### src/rtl/mux_rr_scan_ctrl.sv
// Round-robin scheduler sharing an 8-to-1 single-bit mux among 8 channels:
// fixed-length grant slots, bit-reversed mux select, one settled sample per slot.
`timescale 1ns/1ps
module mux_rr_scan_ctrl #(
  parameter int unsigned SLOT_LEN = 4,
  parameter int unsigned SETTLE   = 1
) (
  input  logic       clk,
  input  logic       rst,
  input  logic       en,
  input  logic [7:0] req,
  input  logic       mux_out,
  output logic [2:0] control,
  output logic [7:0] grant,
  output logic [2:0] ch_idx,
  output logic       busy,
  output logic       sample_valid,
  output logic       sample_bit,
  output logic [2:0] sample_ch
);

  if (SLOT_LEN < 1 || SLOT_LEN > 255 || SETTLE >= SLOT_LEN) begin : g_param_err
    $error("mux_rr_scan_ctrl: need 1 <= SLOT_LEN <= 255 and SETTLE < SLOT_LEN");
  end

  localparam logic [0:0] IDLE = 1'b0;
  localparam logic [0:0] SLOT = 1'b1;
  localparam logic [7:0] LAST_CNT   = 8'(SLOT_LEN - 1);
  localparam logic [7:0] SETTLE_CNT = 8'(SETTLE);

  logic [0:0] state;
  logic [7:0] cnt;
  logic [2:0] last;
  logic [3:0] pick;
  logic       slot_end;
  logic       arb;

  // {found, index}: first requester after p, circularly; p itself is checked last.
  function automatic logic [3:0] rr_pick(input logic [7:0] r, input logic [2:0] p);
    logic [3:0] res;
    logic [2:0] c;
    res = 4'b0;
    for (int k = 8; k >= 1; k--) begin
      c = p + 3'(k);
      if (r[c]) res = {1'b1, c};
    end
    return res;
  endfunction

  // The mux decodes its select LSB-first, so the channel index is bit-reversed.
  function automatic logic [2:0] enc_sel(input logic [2:0] i);
    return {i[0], i[1], i[2]};
  endfunction

  assign pick     = rr_pick(req, last);
  assign slot_end = (state == SLOT) && (cnt == LAST_CNT);
  assign arb      = ((state == IDLE) || slot_end) && en && pick[3];

  always_ff @(posedge clk) begin
    if (rst) begin
      state        <= IDLE;
      cnt          <= 8'd0;
      last         <= 3'd7;
      control      <= 3'b000;
      grant        <= 8'd0;
      ch_idx       <= 3'd0;
      busy         <= 1'b0;
      sample_valid <= 1'b0;
      sample_bit   <= 1'b0;
      sample_ch    <= 3'd0;
    end else begin
      sample_valid <= 1'b0;
      if (state == SLOT && cnt == SETTLE_CNT) begin
        sample_valid <= 1'b1;
        sample_bit   <= mux_out;
        sample_ch    <= ch_idx;
      end
      if (state == SLOT) cnt <= cnt + 8'd1;
      // Slot end and a new grant may coincide: arbitration wins, no idle gap.
      if (arb) begin
        state   <= SLOT;
        grant   <= 8'b1 << pick[2:0];
        ch_idx  <= pick[2:0];
        control <= enc_sel(pick[2:0]);
        busy    <= 1'b1;
        cnt     <= 8'd0;
        last    <= pick[2:0];
      end else if (slot_end) begin
        state <= IDLE;
        grant <= 8'd0;
        busy  <= 1'b0;
      end
    end
  end

endmodule
### config.mk
export PLATFORM = sky130hd
export DESIGN_NAME = mux_rr_scan_ctrl
export DESIGN_NICKNAME = d
export VERILOG_FILES = /design/src/rtl/mux_rr_scan_ctrl.sv
export SDC_FILE = /design/constraint.sdc
export NUM_CORES = 1
export LEC_CHECK = 0
export BUFFER_PORTS_ARGS = -buffer_cell sky130_fd_sc_hd__buf_2
export CAP_MARGIN = 20
export CORE_MARGIN = 10
export CORE_UTILIZATION = 35
export CTS_CLUSTER_DIAMETER = 200
export DETAILED_ROUTE_END_ITERATION = 10
export PLACE_DENSITY_LB_ADDON = 0.15
export SETUP_SLACK_MARGIN = 0.05
export SLEW_MARGIN = 25
export SYNTH_ARGS = -nofsm -noshare
export SYNTH_HDL_FRONTEND = slang
export SYNTH_SLANG_ARGS = --single-unit
export TNS_END_PERCENT = 100
### constraint.sdc
create_clock -name clk -period 5.75 [get_ports clk]
set_input_delay 1.15 -clock clk [delete_from_list [all_inputs] [get_ports clk]]
set_output_delay 1.15 -clock clk [all_outputs]
set_load 0.02 [all_outputs]
==> results.md, run 1 <==
* Syn Std Cell Area at 0.00217 mm^2
* Initial antenna violation count at 0
* Cell count of the worst hold path at 2
* Tmin final at 3.98 ns
* Worst EP arrival at between 4 and 5 ns
* Post-CTS Hold Fix Bufs at 0
* Horiz. Die Dim at 98.7 um
* FP Rows at 28
* GR Util met2 at 17.2%
* H-tree Lvls at 1
* Setup Total Neg Slack at 0 ns
* Final hold vios at 0
* DRC at 0
* Pins Over Slew Limit at 0
* Largest net degree at the start of global routing at 26
* 1st-iter DRT viols at 91
* Rel. slew slack at 51.8%
* Pwr dens at slightly below 400 mW/mm^2
* Pre-Repair DR Iteration Count at 4
* Max_cap viols at 0
* CTS max path bufs at 2
* Req. time, crit path at a little under 6 ns
* Worst Reg-to-Reg Cells at 9
* Syn-to-layout area delta at 9.64%
* WS Path Type: reg2reg
* CTS sink cnt at 28
* Distinct cells, synth at 53
* Final net count at about 260
* Commonest non-fill, non-tap cell in the layout: buf_2
* RD Place Congestion at about 0.87
* Status: finished, final reports clean
* Top FF cell, synth: dfxtp_1
* Vias in the first global route at between 1.5k and 2k
* Critical Path End Type: flop
* Total Power at 919 uW
* Leakage at 0.000975 uW
* Die area at 0.00974 mm^2
* Slew @ Worst Pin at 0.722 ns
* RSZ-0062 raised after global routing: false
* Height of the die at around 99 um
* VDD IR max at 0.129 mV
* Total gr overflow at 0
* Crit path depth at 9
* Drt wl/cell at roughly 17 um
* Clock Skew at 0.00346 ns
* Area leader, netlist: dfxtp_1
* First-pass GRT wire length at around 9000 um
* Fillers at 627
* Total setup buffers inserted after CTS at 0
* Global-route usage over all layers at a little over a tenth
* Vias/cell at approximately 5.6
* Crit-path slowest cell: dfxtp_1
* F_max at 251 MHz
* Buffers on Ports at 31
* Setup violators final at 0
* Yosys top cell area share at 25.9%
* Root buf cell: clkbuf_8
* Worst Setup Start Kind: flop
* Sequential fraction of the synthesis area at 25.9%
* Most frequent cells in the layout: buf_2, dfxtp_1, nor2_1, nand2_1, a21oi_1
* M1 GR Usage at 14.0%
* Top post-synthesis cells by area: dfxtp_1, mux4_2, mux2i_1
* Mapped Cells at 226
* Syn avg cell area at 9.59 um^2
* CP Buf/Inv Count at 1
* Top cell family by delay on the critical path: simple AND/OR/NAND/NOR gates
* Worst skew pair latency at around 0.27 ns
* CTS tree: done
* Synthesized flop and latch total at 28
* Crit-path max FO at 18
* Layout cells sized above 1 at 27.5%
* Final Cycle Share at 69.2%
* GRT busiest layer: met2
* Hpwl dp at approximately 4000 um
* Number of flops mapped to enable cells by yosys at 0
* Post-DRT Antenna Nets at 0
* Vias at around 1.8k
* Type of the worst min-delay path: reg2reg
* Core area at 0.00596 mm^2
* N_diodes at 0
* Fraction of registers with async set/reset at 0%
* Max incr delay on CP at ~0.8 ns
* Critical path, cell by cell: inv_1 > ha_1 > mux4_2 > and2_1 > a21oi_1 > a21boi_2 > nor4_1 > nor2_1 > o41ai_2
* Ys Warns at 0
* Final wirelength at around 5300 um
* Clock-pin slew on the worst setup and hold paths at around 0.090 ns
* Post-CTS sizing at 0
* Top Ports at 32
* Cts bufs inserted at 3
* Post-Syn Nets at 242
* Initial Util at around 36%
* Met3 usage at around 2.3%
[synth_stat cells, types with 3 or more instances]
master / n
dfxtp_1: 28
nor3_1: 3
a211oi_1: 4
a221oi_1: 3
o31ai_1: 3
ha_1: 4
buf_4: 5
nand2_1: 21
xnor2_1: 6
inv_1: 7
xor2_1: 6
and2_1: 3
o41ai_2: 4
mux2_2: 7
o21ai_1: 3
mux2i_1: 14
mux4_2: 11
nand4_1: 4
o21ai_0: 4
mux4_1: 3
clkbuf_1: 7
buf_2: 4
a21oi_1: 15
nor2_1: 21
[area by class of cell]
class / instances / area, um^2 / area share (%)
Multi-Input combinational cell: 171 / 1470 / 61.7
Clock buffer: 4 / 55.1 / 2.32
Tap cell: 75 / 93.8 / 3.95
Timing Repair Buffer: 33 / 170 / 7.16
Inverter: 8 / 30.0 / 1.26
Sequential cell: 28 / 561 / 23.6
[sequential cells by signal (all words and copies together), names as in the netlist]
signal / count
last: 3
sample_bit: 1
state: 1
cnt: 8
sample_ch: 3
control: 2
ch_idx: 1
grant: 8
sample_valid: 1
[cell families (layout without fill, tap and decap cells)]
logic type	after synthesis	count (layout)	synth area share, %
and+or+nand+nor	62	62	13.2
AOI/OAI and AO/OA	58	58	22.2
muxes	35	35	25.2
DFF	28	28	25.9
buffers and inverters	27	45	6.46
xor gates and xnor gates	12	12	4.85
adders and majority gates	4	4	2.31
[routing by layer]
| layer | wire length, um | vias up | part of all wire, % |
|---|---|---|---|
| li1 | - | 890 | - |
| met1 | 2510 | 851 | 47 |
| met2 | 2590 | 31 | 49 |
| met3 | 221 | 2 | 4.1 |
| met4 | 15 | 0 | 0.28 |
| met5 | 0 | - | 0 |
[final timing paths]
kind / startpoint / to / slack (ns)
hold reg to reg: grant[3] / grant[3] / 0.46
hold / removal: grant[3] / grant[3] / 0.46
setup reg to reg: last[1] / grant[5] / 1.77
setup / recovery: last[1] / grant[5] / 1.77
[stage by stage]
| stage | util (%) | cells | worst slack, ns | hold slack [ns] | area, um^2 |
|---|---|---|---|---|---|
| after floorplan | - | 226 | 2.69 | 0.476 | 2170 |
| after global placement | 39.0 | 315 | 1.84 | 0.437 | 2320 |
| after detailed placement | 39.0 | 315 | 1.74 | 0.442 | 2320 |
| after CTS | 39.9 | 319 | 1.72 | 0.463 | 2380 |
| after global routing | 39.9 | 319 | 1.44 | 0.485 | 2380 |
| final | 39.9 | 319 | 1.77 | 0.455 | 2380 |
[worst reg2reg max path: cells and delay by family, from the launching register on]
kind                     cells  cell delay [ns]
adder cells (fa/ha/maj)      1             0.73
buffers and inverters        1             0.26
AND/OR/NAND/NOR              3             0.80
multiplexers                 1             0.66
flip-flops                   1             0.79
AO/OA/AOI/OAI                3             0.66
[power breakdown]
part	total (uW)	leakage [uW]	internal, uW	switching (uW)
logic	561	0.000718	229	332
clock network	119	0.0000288	61.2	57.3
registers	240	0.000228	217	23.0
(Power assumes the default switching activity.)
==> inputs of run 2 (changes only) <==
ABC_AREA = 1   (was unset)
clock period = 4.05 ns   (was 5.75 ns; I/O delays follow)
==> run 2 against run 1 <==
Cell area is 14% lower. Sequential share of layout area is 3.7 points higher. Wire length shrank 17%. Power grew 44%. Flip-flop and latch count unchanged. Worst hold slack improved by 0.028 ns. Clock skew rose by 0.0012 ns. Die area fell by 12%.
==> results.md, run 2 <==
* Setup violators final at 0 (unchanged)
* Buffers on Ports at 31 (unchanged)
* Final wirelength at 4440 um (-17%)
* Pre-Repair DR Iteration Count at 4 (unchanged)
* Post-CTS sizing at 0 (unchanged)
* Multi-input logic area at 0.00108 mm^2 (-27%)
* Initial Util at 35.9% (-0.52 points)
* Clock-pin slew on the worst setup and hold paths at 0.09 ns (about the same)
* Placed Area at 0.00201 mm^2 (-13%)
* Final hold vios at 0 (unchanged)
* Worst skew pair latency at 0.26 ns (about the same)
* Design Area, Final at 0.00206 mm^2 (-14%)
* Worst EP arrival at 3.02 ns (-1.13 ns)
* CTS tree: done
* Worst Setup Start Kind: flop
* Worst Reg-to-Reg Cells at 11 (+2)
* Pins Over Slew Limit at 0 (unchanged)
* Top Ports at 32 (unchanged)
* Vias at 1761 (-0.73%)
* Reg2reg end: cnt[4]
* Largest net degree at the start of global routing at 16 (-38%)
* Syn Std Cell Area at 0.00183 mm^2 (-15%)
* First-pass GRT wire length at 7750 um (-12%)
* CTS sink cnt at 28 (unchanged)
* Worst slack at placement at 1.20 ns (-0.541 ns)
* Syn-to-layout area delta at 12.2%
* Reg-to-Reg Start: last[0]
* Horiz. Die Dim at 92.4 um (-6.4%)
* Rel. slew slack at 45.8% (-6.1 points)
* Most frequent cells in the layout: nand2_1, nand3_1, buf_2
* Req. time, crit path at 4.23 ns (-1.69 ns)
* Final net count at 310 (+19%)
* Total setup buffers inserted after CTS at 0 (unchanged)
* Critical Path End Type: flop
* Top FF cell, synth: dfxtp_1
* Post-CTS Hold Fix Bufs at 0 (unchanged)
* Status: finished, final reports clean
* RD Place Congestion at 0.912 (+4.4%)
* Post-Syn Nets at 282 (+17%)
* Main combinational cell family by area after synthesis: simple AND/OR/NAND/NOR gates
* Synth Area in XOR/XNOR at 2.32% (-2.5 points)
* 1st-iter DRT viols at 111 (+22%)
* Max_cap viols at 0 (unchanged)
* Top Registers: cnt: 8 flops, grant: 8 flops
* Clock Skew at 0.00464 ns (+0.00118 ns)
* Root buf cell: clkbuf_8
* Simple-Gate Fraction of Synth Area at 41.0% (+28 points)
* Top-count cell post-synth: nand2_1
* WS Path Type: reg2reg
* Reg area at 561 um^2 (unchanged)
* Area leader, netlist: dfxtp_1
* Top post-synthesis cells by area: dfxtp_1, nand2_1, nand3_1
* Height of the die at 92.4 um (-6.4%)
* Post-synth top cells: nand2_1, nand3_1, dfxtp_1
* Hpwl dp at 3620 um (-9.0%)
* Distinct cells, synth at 36 (-32%)
* DRC at 0 (unchanged)
* Pwr dens at 642 mW/mm^2 (+66%)
* Cts bufs inserted at 3 (unchanged)
* Die area at 0.00853 mm^2 (-12%)
* Synthesized flop and latch total at 28 (unchanged)
* Sequential fraction of the synthesis area at 30.6% (+4.7 points)
* Syn avg cell area at 6.89 um^2 (-28%)
* Mapped Cells at 266 (+18%)
* Core area at 0.00511 mm^2 (-14%)
* Ys Warns at 0 (unchanged)
* PnR worst setup slack at 1.21 ns (-0.563 ns)
* Setup crit start: last[0]
* Fillers at 556 (-11%)
* Commonest non-fill, non-tap cell in the layout: nand2_1
* Post-synthesis mux area share at 0% (-25 points)
* Number of flops mapped to enable cells by yosys at 0 (unchanged)
* Total gr overflow at 0 (unchanged)
* Total Power at 1320 uW (+44%)
* F_max at 352 MHz (+40%)
* VDD IR max at 0.297 mV (+130%)
* Leakage at 0.000982 uW (+0.78%)
* Vias in the first global route at 1706 (+4.6%)
* Type of the worst min-delay path: reg2reg
* Crit-path max FO at 15 (-3)
* Fin Hold WS at 0.483 ns (+0.0281 ns)
* Drt wl/cell at 12.3 um (-27%)
* Tmin final at 2.84 ns (-1.14 ns)
* Final Cycle Share at 70.2% (+0.99 points)
* Initial antenna violation count at 0 (unchanged)
* Layout cells sized above 1 at 25.7% (-1.8 points)
* N_diodes at 0 (unchanged)
* H-tree Lvls at 1 (unchanged)
* Global-route usage over all layers at 10.7% (+0.22 points)
* Post-DRT Antenna Nets at 0 (unchanged)
* Worst setup path endpoint: cnt[4]
* Fraction of registers with async set/reset at 0% (unchanged)
* RSZ-0062 raised after global routing: false
* Synth Area in Compound Gates at 12.6% (-9.6 points)
* Vias/cell at 4.86 (-13%)
* R2R setup slack at 1.21 ns (-0.56 ns)
* FP Rows at 26 (-7.1%)
* CTS max path bufs at 2 (unchanged)
* Setup Total Neg Slack at 0 ns (unchanged)
* Slew @ Worst Pin at 0.806 ns (+0.0845 ns)
* Synth Area in Adders at 2.73% (+0.42 points)
* Yosys top cell area share at 30.6% (+4.7 points)
-- run 2: cell count changes in the layout (fill, tap and decap cells not counted), sizes merged, moves of 7 or more --
cell   previous run  this run
mux4             14         0
nand3             1        47
a21oi            15        22
mux2              7         0
mux2i            14         0
inv               8        34
nand2            21        75
-- run 2: area by class of cell --
| class | count | share of cell area [%] |
|---|---|---|
| Clock buffer | 3 | 2.01 |
| Inverter | 34 | 6.57 |
| Multi-Input combinational cell | 196 | 52.3 |
| Sequential cell | 28 | 27.3 |
| Tap cell | 70 | 4.26 |
| Timing Repair Buffer | 31 | 7.55 |
-- run 2: metrics by stage --
| step | utilization [%] | instances |
|---|---|---|
| after floorplan | - | 266 |
| after global placement | 39.4 | 359 |
| after detailed placement | 39.4 | 359 |
| after CTS | 40.2 | 362 |
| after global routing | 40.2 | 362 |
| final | 40.2 | 362 |
-- run 2: report_power, final --
group	switching, uW	internal (uW)	total [uW]
clock network	76.1	66.5	143
registers	42.5	314	356
logic	555	265	820
total	674	646	1320
-- run 2: per-layer routing --
metal  wire (um)  vias up  global-route usage, %
met3         178        4                   2.10
met5           0        -                      0
met1        2080      808                   13.6
li1            -      921                      -
met2        2140       28                   18.1
met4          37        0                   2.57
-- run 2: worst max-delay path, stage by stage, from the launching register on --
cell and delay (ns):
dfxtp_1 0.56, inv_4 0.16, ha_1 0.43, inv_1 0.21, nand3_1 0.14, nand3_1 0.12
nand2_1 0.11, inv_1 0.10, nand4_2 0.12, o21bai_4 0.38, nand2_2 0.20, a211oi_1 0.21
-- run 2: logic make-up after synthesis --
| logic type | count (synthesis) |
|---|---|
| XOR/XNOR | 4 |
| buffers and inverters | 42 |
| adder cells (fa/ha/maj) | 4 |
| AO/OA/AOI/OAI | 36 |
| AND/OR/NAND/NOR | 152 |
| flip-flops | 28 |
-- run 2: worst min path at each step --
| stage | start | to | depth (start not counted) |
|---|---|---|---|
| final | grant[2] | grant[2] | 2 |
| after global routing | grant[2] | grant[2] | 2 |
| after CTS | grant[2] | grant[2] | 2 |
| after detailed placement | grant[2] | grant[2] | 2 |
| after global placement | grant[2] | grant[2] | 2 |
| after floorplan | cnt[5] | cnt[5] | 2 |
